$ cat src/rtl/rf_ctrl_pkg.sv
`default_nettype none
// ============================================================================
// Module      : rf_ctrl_pkg
// Description : Shared sizes and types for the register-file write control
//               slice (writeback arbiter, busy scoreboard).
// Contents    : DATA_W, ADDR_W, NUM_REGS, ZERO_REG, wb_req_t
// Revision    : 1.0 - initial release
// ============================================================================
package rf_ctrl_pkg;

  localparam int DATA_W   = 32;
  localparam int ADDR_W   = 5;
  localparam int NUM_REGS = 1 << ADDR_W;

  // Architectural register that always reads as zero; writes to it are dropped.
  localparam int ZERO_REG = 0;

  // One writeback request as presented by a producer.
  typedef struct packed {
    logic              valid;
    logic [ADDR_W-1:0] addr;
    logic [DATA_W-1:0] data;
  } wb_req_t;

endpackage : rf_ctrl_pkg
`default_nettype wire

$ cat src/rtl/rr_arb2.sv
`default_nettype none
// ============================================================================
// Module      : rr_arb2
// Description : Two-requester round-robin arbiter. A lone requester always
//               wins; when both request, the pointer picks the winner and then
//               flips to favour the loser next time.
// Ports       : clk, rstn (async, active-low)
//               req[1:0]   - request per port
//               grant[1:0] - one-hot (or zero) grant, same cycle as req
// Revision    : 1.0 - initial release
// ============================================================================
module rr_arb2 (
  input  logic       clk,
  input  logic       rstn,
  input  logic [1:0] req,
  output logic [1:0] grant
);

  // ptr_q == 0 : port 0 wins the next contested cycle
  logic ptr_q;
  logic ptr_d;

  always_comb begin
    grant = req;
    ptr_d = ptr_q;
    if (&req) begin
      grant = ptr_q ? 2'b10 : 2'b01;
      ptr_d = ~ptr_q;
    end
  end

  always_ff @(posedge clk or negedge rstn) begin
    if (!rstn) begin
      ptr_q <= 1'b0;
    end else begin
      ptr_q <= ptr_d;
    end
  end

endmodule : rr_arb2
`default_nettype wire

$ cat src/rtl/rf_wb_arbiter.sv
`default_nettype none
// ============================================================================
// Module      : rf_wb_arbiter
// Description : Shares the register file write port between the ALU writeback
//               (port 0) and the long-latency writeback (port 1), and keeps a
//               per-register busy scoreboard for outstanding long-latency
//               destinations used for decode hazard detection.
// Ports       : clk, rstn (async, active-low)
//               wb0_valid/reg/data -> wb0_ready   ALU writeback
//               wb1_valid/reg/data -> wb1_ready   long-latency writeback
//               alloc_valid/reg    -> alloc_ready long-latency issue
//               read_reg_1/2       -> busy_1/2    decode operand hazards
//               rf_reg_write, rf_write_reg, rf_write_data  register file port
// Revision    : 1.0 - initial release
// ============================================================================
module rf_wb_arbiter #(
  parameter int DATA_W   = rf_ctrl_pkg::DATA_W,
  parameter int ADDR_W   = rf_ctrl_pkg::ADDR_W,
  parameter int NUM_REGS = rf_ctrl_pkg::NUM_REGS
) (
  input  logic              clk,
  input  logic              rstn,
  input  logic              wb0_valid,
  input  logic [ADDR_W-1:0] wb0_reg,
  input  logic [DATA_W-1:0] wb0_data,
  output logic              wb0_ready,
  input  logic              wb1_valid,
  input  logic [ADDR_W-1:0] wb1_reg,
  input  logic [DATA_W-1:0] wb1_data,
  output logic              wb1_ready,
  input  logic              alloc_valid,
  input  logic [ADDR_W-1:0] alloc_reg,
  output logic              alloc_ready,
  input  logic [ADDR_W-1:0] read_reg_1,
  input  logic [ADDR_W-1:0] read_reg_2,
  output logic              busy_1,
  output logic              busy_2,
  output logic              rf_reg_write,
  output logic [ADDR_W-1:0] rf_write_reg,
  output logic [DATA_W-1:0] rf_write_data
);

  import rf_ctrl_pkg::*;

  localparam logic [ADDR_W-1:0] ZERO_ADDR = ADDR_W'(ZERO_REG);

  logic [1:0]          w_req;
  logic [1:0]          w_grant;
  logic                w_alloc_fire;

  logic [NUM_REGS-1:0] busy_q;
  logic [NUM_REGS-1:0] busy_d;

  logic                rf_we_q;
  logic                rf_we_d;
  logic [ADDR_W-1:0]   rf_wr_q;
  logic [ADDR_W-1:0]   rf_wr_d;
  logic [DATA_W-1:0]   rf_wd_q;
  logic [DATA_W-1:0]   rf_wd_d;

  // --------------------------------------------------------------------------
  // Eligibility. An ALU write to a register with a long-latency result still
  // in flight is held off, otherwise the late result would overwrite it.
  // Requests are masked during reset so grants drop as soon as rstn falls.
  // --------------------------------------------------------------------------
  always_comb begin
    w_req[0] = rstn & wb0_valid & ~busy_q[wb0_reg];
    w_req[1] = rstn & wb1_valid;
  end

  rr_arb2 u_arb (
    .clk   (clk),
    .rstn  (rstn),
    .req   (w_req),
    .grant (w_grant)
  );

  assign wb0_ready = w_grant[0];
  assign wb1_ready = w_grant[1];

  // --------------------------------------------------------------------------
  // Scoreboard
  // --------------------------------------------------------------------------
  // Register 0 never becomes busy, so allocations to it are always accepted
  // and simply not tracked.
  assign alloc_ready  = ~busy_q[alloc_reg] | (alloc_reg == ZERO_ADDR);
  assign w_alloc_fire = alloc_valid & alloc_ready & (alloc_reg != ZERO_ADDR);

  // Clear and set cannot target the same register in one cycle: a set needs
  // the bit clear, a clear only matters when the bit is set.
  always_comb begin
    busy_d    = busy_q;
    busy_d[0] = 1'b0;
    for (int i = 1; i < NUM_REGS; i++) begin
      if (w_grant[1] && (wb1_reg == ADDR_W'(i))) begin
        busy_d[i] = 1'b0;
      end
      if (w_alloc_fire && (alloc_reg == ADDR_W'(i))) begin
        busy_d[i] = 1'b1;
      end
    end
  end

  assign busy_1 = busy_q[read_reg_1];
  assign busy_2 = busy_q[read_reg_2];

  // --------------------------------------------------------------------------
  // Register file write port, one cycle after the handshake. Address and data
  // keep their last values when idle; only the strobe returns low.
  // --------------------------------------------------------------------------
  always_comb begin
    rf_we_d = 1'b0;
    rf_wr_d = rf_wr_q;
    rf_wd_d = rf_wd_q;
    if (w_grant[0]) begin
      rf_we_d = (wb0_reg != ZERO_ADDR);
      rf_wr_d = wb0_reg;
      rf_wd_d = wb0_data;
    end else if (w_grant[1]) begin
      rf_we_d = (wb1_reg != ZERO_ADDR);
      rf_wr_d = wb1_reg;
      rf_wd_d = wb1_data;
    end
  end

  always_ff @(posedge clk or negedge rstn) begin
    if (!rstn) begin
      busy_q  <= '0;
      rf_we_q <= 1'b0;
      rf_wr_q <= '0;
      rf_wd_q <= '0;
    end else begin
      busy_q  <= busy_d;
      rf_we_q <= rf_we_d;
      rf_wr_q <= rf_wr_d;
      rf_wd_q <= rf_wd_d;
    end
  end

  assign rf_reg_write  = rf_we_q;
  assign rf_write_reg  = rf_wr_q;
  assign rf_write_data = rf_wd_q;

endmodule : rf_wb_arbiter
`default_nettype wire

$ cat config.mk
export PLATFORM = sky130hd
export DESIGN_NAME = rf_wb_arbiter
export DESIGN_NICKNAME = d
export VERILOG_FILES = /design/src/rtl/rf_ctrl_pkg.sv /design/src/rtl/rr_arb2.sv /design/src/rtl/rf_wb_arbiter.sv
export SDC_FILE = /design/constraint.sdc
export NUM_CORES = 1
export LEC_CHECK = 0
export CORE_MARGIN = 2
export CORE_UTILIZATION = 52
export DETAILED_ROUTE_END_ITERATION = 16
export HOLD_SLACK_MARGIN = 0.06
export PLACE_DENSITY = 0.9
export SYNTH_ARGS = -nofsm -noshare
export SYNTH_HDL_FRONTEND = slang
export SYNTH_SLANG_ARGS = --single-unit
export TNS_END_PERCENT = 20
$ cat constraint.sdc
create_clock -name clk -period 7.3 [get_ports clk]
set_clock_uncertainty 0.2 [all_clocks]
set_input_delay 1.825 -clock clk [delete_from_list [all_inputs] [get_ports clk]]
set_output_delay 1.825 -clock clk [all_outputs]
set_load 0.01 [all_outputs]
==> results.toml, run 1 <==
[sta]
hold_viol_final = 0
slew_headroom = 0.229
tightest_slew_ps = 1150
holdWs_ps = 317
slew_violations = 0
timing.fmax_mhz = 152
fin_crit_sh = 0.903
tns_ps = 0
fin_crit_ps = 6590
grt_setup_unrepaired = "no"
setup_viol = 0

[pwr]
vdd_drop_max_v = 0.000133
cellLeakagePower_nw = 2.43
cellPowerDensity_nw_per_um2 = 248

[critical_path]
critPathRequiredTime_ps = 5280
cpMostUsedCell = "clkdlybuf4s50_1"
path_buf_inv = 3
end_kind = "output port"
critPathArrivalTime_ps = 4560
cp_max_fo = 30
critPathTopFamily = "buffers and inverters"
worstPathCellList = "clkdlybuf4s50_1 -> mux2i_1 -> mux4_2 -> a32oi_2 -> buf_4 -> a21oi_2 -> clkdlybuf4s50_1"
worst_path_largest_cell_delay_ps = 740
critPathLaunchType = "input pin"
slowest_stage = "clkdlybuf4s50_1"
critPathKind = "in2out"

[synth]
syn_nets = 542
async_reset_ff_frac = 1.00
netlist.area_leader.share = 0.373
syn_area_um2 = 4700
synth_edf_count = 0
syn_inst = 448
synthFlopType = "dfrtp_1"
yosysTopAreaCell = "dfrtp_1"
avgSynthCellArea_um2 = 10.5
synth-warning-count = 0
ys_seq_area_frac = 0.373
ys_types = 42
synthTopCellsByArea = "dfrtp_1 (37%), mux4_2 (15%), a221o_1 (7.7%), a211oi_1 (7.7%), a21oi_1 (6.6%)"
yosys_register_bits = 70

[place]
place.gp.congestion = 0.982
port_buffers = 136
hpwl_um = 11000

[final_layout]
largest_reg_flops = 32
drive_above_1_share = 0.130
num_antenna_cells = 0
area_growth_pct = 32.7
final_nets = 652

[grt]
grtUsageTotal = 0.318
grt_max_degree = 59
overflow = 0
antenna_found_initial = 0
grt_first_pass_wirelength_um = 24100
grt_pass1_vias = 4494

[clock_network]
cts.htree.levels = 3
cts_tree = "done"
root_buffer = "clkbuf_8"
cts_max_path_buffers = 2
cts_resized = 0
postCtsHoldBufs = 0
numCtsBuffers = 9
cts_setup_buffers = 0
clock_latency_ps = 360
cts_num_sinks = 70
cts.clk_slew.worst_paths_ps = 90

[floorplanning]
initial_core_util = 0.539
die_x_um = 99.0
core-area_um2 = 8720
ios = 137
dieHeight_um = 99.0
fp.dieArea_um2 = 9810
rows = 34

[routing]
viasPerCell = 6.99
dr_total_vias = 4687
ant_nets = 0
drt_iter0_markers = 561
wl_per_cell_um = 23.1
route.detailed.drc = 0
dr.pass1.iters = 6
wl_um = 15500

[min_path]
hp-class = "reg2reg"

[status]
status = "completed"

[flow_run]
max-cap-violations = 0
==> per-layer routing <==
metal,track usage,wire length [um]
met2,0.508,7650
met5,0,0
met4,0.152,749
met3,0.0773,1570
met1,0.409,5560
==> per-stage QoR <==
stage / util / area (um^2) / std cells / setup slack [ps] / total power [W]
2_1_floorplan: - / 4700 / 448 / 1750 / 0.000897
6_report: 0.714 / 6230 / 671 / 711 / 0.00154
3_5_place_dp: 0.689 / 6010 / 655 / 774 / 0.00118
4_1_cts: 0.714 / 6230 / 671 / 769 / 0.00153
5_1_grt: 0.714 / 6230 / 671 / 617 / 0.00160
3_3_place_gp: 0.689 / 6010 / 655 / 818 / 0.00115
==> placed cells by master, fill, tap and decap left out, types with 2 or more instances in the layout <==
cell and instances:
dfrtp_1 70, or3_1 3, nand2b_1 5, nor4_1 4, nand2_1 22, clkinv_4 2, nand3_1 5, a2111oi_0 10
clkbuf_8 9, and2_1 4, buf_4 8, a41oi_1 3, a221o_1 36, nor4_2 3, nor2b_1 6, a211oi_1 48
o21ai_0 3, mux2_2 7, inv_1 38, a21oi_1 62, mux4_2 32, clkdlybuf4s50_1 135, bufinv_16 2, a22o_1 3
a31oi_1 3, mux2i_1 7, nor4b_2 2, nor2_1 8, nor3_1 3, clkinv_2 2, a21o_1 2
==> final timing paths <==
kind | from | endpoint | slack, ps | depth (start not counted)
worst min register to register | rf_write_data[11]$_DFFE_PN0P_ | rf_write_data[11]$_DFFE_PN0P_ | 320 | 1
worst max-delay path | wb0_reg[1] | wb0_ready | 710 | 7
max in group asynchronous | rstn | busy_q[8]$_DFFE_PN0P_ | 4670 | 2
worst min-delay path | rf_write_data[11]$_DFFE_PN0P_ | rf_write_data[11]$_DFFE_PN0P_ | 320 | 1
min in group asynchronous | rstn | rf_write_data[18]$_DFFE_PN0P_ | 1150 | 1
worst max register to register | busy_q[3]$_DFFE_PN0P_ | rf_write_data[28]$_DFFE_PN0P_ | 3970 | 7
==> cells in the mapped netlist, types with 2 or more instances <==
| library cell | number |
|---|---|
| a221o_1 | 36 |
| nor4b_2 | 2 |
| inv_1 | 38 |
| nor4_1 | 4 |
| a21oi_1 | 62 |
| nor2_1 | 9 |
| mux4_2 | 32 |
| nand2b_1 | 5 |
| dfrtp_1 | 70 |
| nor3_1 | 3 |
| a31oi_1 | 3 |
| and2_1 | 4 |
| a211oi_1 | 48 |
| a22o_1 | 3 |
| a41oi_1 | 3 |
| mux2_2 | 7 |
| mux2i_1 | 7 |
| a21o_1 | 2 |
| buf_2 | 9 |
| nor2b_1 | 6 |
| a2111oi_0 | 10 |
| or3_1 | 3 |
| nand3_1 | 5 |
| o21ai_0 | 3 |
| nor4_2 | 3 |
| nand2_1 | 22 |
| clkbuf_1 | 27 |
| buf_6 | 8 |
==> worst reg2reg max path: cells and delay by family (launching register included) <==
kind / cells / cell delay [ps]
AO/OA/AOI/OAI: 2 / 500
buffers and inverters: 2 / 740
flip-flops: 1 / 500
multiplexers: 2 / 680
AND/OR/NAND/NOR: 1 / 670
==> cells by family (layout without fill, tap and decap cells) <==
| kind of cell | Yosys count | in the layout | share of synthesized area |
|---|---|---|---|
| DFF | 70 | 70 | 0.373 |
| and+or+nand+nor | 72 | 72 | 0.0855 |
| muxes | 46 | 46 | 0.185 |
| AOI/OAI and AO/OA | 176 | 176 | 0.273 |
| buffers and inverters | 83 | 198 | 0.0815 |
| xor gates and xnor gates | 1 | 1 | 0.00187 |
==> power by group <==
group	total [W]	internal [W]	switching, W
combinational	0.000557	0.000325	0.000231
sequential	0.000633	0.000487	0.000146
clock	0.000355	0.000193	0.000161
==> area by class of cell <==
| class | count | area, um^2 |
|---|---|---|
| clock buffers | 9 | 124 |
| clock inverters | 7 | 96.3 |
| fillers | 612 | 2490 |
| inverters | 38 | 143 |
| multi-input cells | 295 | 2560 |
| flip-flops and latches | 70 | 1750 |
| well taps | 108 | 135 |
| repair buffers | 144 | 1420 |
Note: power is estimated with default switching activity, not from simulation.
==> inputs of run 2 (changes only) <==
Settings changed: CORE_MARGIN 2 to not set.
==> results.toml, run 2 (synthesized netlist as in run 1, its figures left out) <==
[status]
status = "completed"

[sta]
slew_violations = 0
hold_viol_final = 0
fin_crit_ps = 6580
tns_ps = 0
fin_crit_sh = 0.902
slew_headroom = 0.221
timing.fmax_mhz = 152
setup_viol = 0
tightest_slew_ps = 1170
grt_setup_unrepaired = "no"

[final_layout]
num_antenna_cells = 0
final_nets = 652
final_common_cell = "clkdlybuf4s50_1"
largest_reg_flops = 32
area_growth_pct = 32.2
finalNonFillerCells = 671
drive_above_1_share = 0.128
layout_common_cells = "clkdlybuf4s50_1 (135), dfrtp_1 (70), a21oi_1 (62)"

[grt]
grtUsageTotal = 0.324
grt_first_pass_wirelength_um = 23800
overflow = 0
grt_max_degree = 41
grt_pass1_vias = 4513
antenna_found_initial = 0

[routing]
drt_iter0_markers = 566
viasPerCell = 6.91
ant_nets = 0
wl_um = 15300
dr_total_vias = 4634
route.detailed.drc = 0
wl_per_cell_um = 22.8
dr.pass1.iters = 5

[pwr]
vdd_drop_max_v = 0.000120
cellPowerDensity_nw_per_um2 = 243
cellLeakagePower_nw = 2.41

[floorplanning]
fp.dieArea_um2 = 9420
rows = 34
dieHeight_um = 97.0
core-area_um2 = 8720
ios = 137
initial_core_util = 0.539
die_x_um = 97.0

[clock_network]
cts.htree.levels = 3
cts_setup_buffers = 0
clock_latency_ps = 360
cts_resized = 0
root_buffer = "clkbuf_8"
postCtsHoldBufs = 0
cts_num_sinks = 70
cts_tree = "done"
numCtsBuffers = 9
cts.clk_slew.worst_paths_ps = 80
cts_max_path_buffers = 2

[critical_path]
cp_max_fo = 12
crit_end = "alloc_ready"
rr_worst_depth = 6
rr_endpoint = "busy_q[3]$_DFFE_PN0P_"
end_kind = "output port"
critPathLaunchType = "input pin"
r2r_slack_ps = 3900
critPathKind = "in2out"
startpoint = "alloc_reg[0]"
r2r-start = "busy_q[6]$_DFFE_PN0P_"
critPathRequiredTime_ps = 5280
critPathArrivalTime_ps = 4560

[place]
hpwl_um = 10800
place.gp.congestion = 1.02
port_buffers = 136
place_inst = 655

[min_path]
hp-class = "reg2reg"

[flow_run]
max-cap-violations = 0
## run 2: changes by cell type in the layout (fill, tap and decap cells not counted), sizes merged
cell      before  now
clkbuf         9   10
clkinvlp       0    3
inv           39   40
clkinv         4    0
bufinv         2    1
## run 2: final cells by class
| class | count | area (um^2) |
|---|---|---|
| Fill cell | 606 | 2510 |
| Multi-Input combinational cell | 295 | 2560 |
| Inverter | 38 | 143 |
| Clock inverter | 6 | 70.1 |
| Tap cell | 108 | 135 |
| Timing Repair Buffer | 144 | 1420 |
| Sequential cell | 70 | 1750 |
| Clock buffer | 10 | 128 |
## run 2: power by group
part	switching, W	internal (W)
Sequential	0.000137	0.000487
Clock	0.000170	0.000160
Combinational	0.000232	0.000325
Total	0.000539	0.000973
## run 2: worst min-delay path by stage
| stage | from | end | cells after the start |
|---|---|---|---|
| 4_1_cts | rf_write_data[31]$_DFFE_PN0P_ | rf_write_data[31]$_DFFE_PN0P_ | 1 |
| 2_1_floorplan | busy_q[22]$_DFFE_PN0P_ | busy_q[22]$_DFFE_PN0P_ | 2 |
| 3_3_place_gp | rf_write_data[1]$_DFFE_PN0P_ | rf_write_data[1]$_DFFE_PN0P_ | 1 |
| 5_1_grt | rf_write_data[1]$_DFFE_PN0P_ | rf_write_data[1]$_DFFE_PN0P_ | 1 |
| 6_report | rf_write_data[31]$_DFFE_PN0P_ | rf_write_data[31]$_DFFE_PN0P_ | 1 |
| 3_5_place_dp | rf_write_data[27]$_DFFE_PN0P_ | rf_write_data[27]$_DFFE_PN0P_ | 1 |
## run 2: critical path, cell delays in order
cell and delay [ps]:
clkdlybuf4s50_1 860, mux2_2 400, a22o_1 240, mux4_2 460, o21ai_0 200, clkdlybuf4s50_1 570
## run 2: routing by layer
metal / up-vias / track usage / part of all wire
met5: - / 0 / 0
met4: 0 / 0.185 / 0.046
met3: 68 / 0.0621 / 0.11
met2: 351 / 0.499 / 0.48
met1: 2231 / 0.430 / 0.37
li1: 1984 / - / -
## run 2: stage by stage
| stage | area, um^2 | setup slack, ps | hold WS, ps | power [W] | utilization |
|---|---|---|---|---|---|
| after floorplan | 4700 | 1750 | 334 | 0.000897 | - |
| after global placement | 6010 | 770 | 294 | 0.00114 | 0.689 |
| after detailed placement | 6010 | 756 | 294 | 0.00117 | 0.689 |
| after CTS | 6210 | 733 | 319 | 0.00150 | 0.712 |
| after global routing | 6210 | 616 | 332 | 0.00157 | 0.712 |
| final | 6210 | 715 | 320 | 0.00151 | 0.712 |
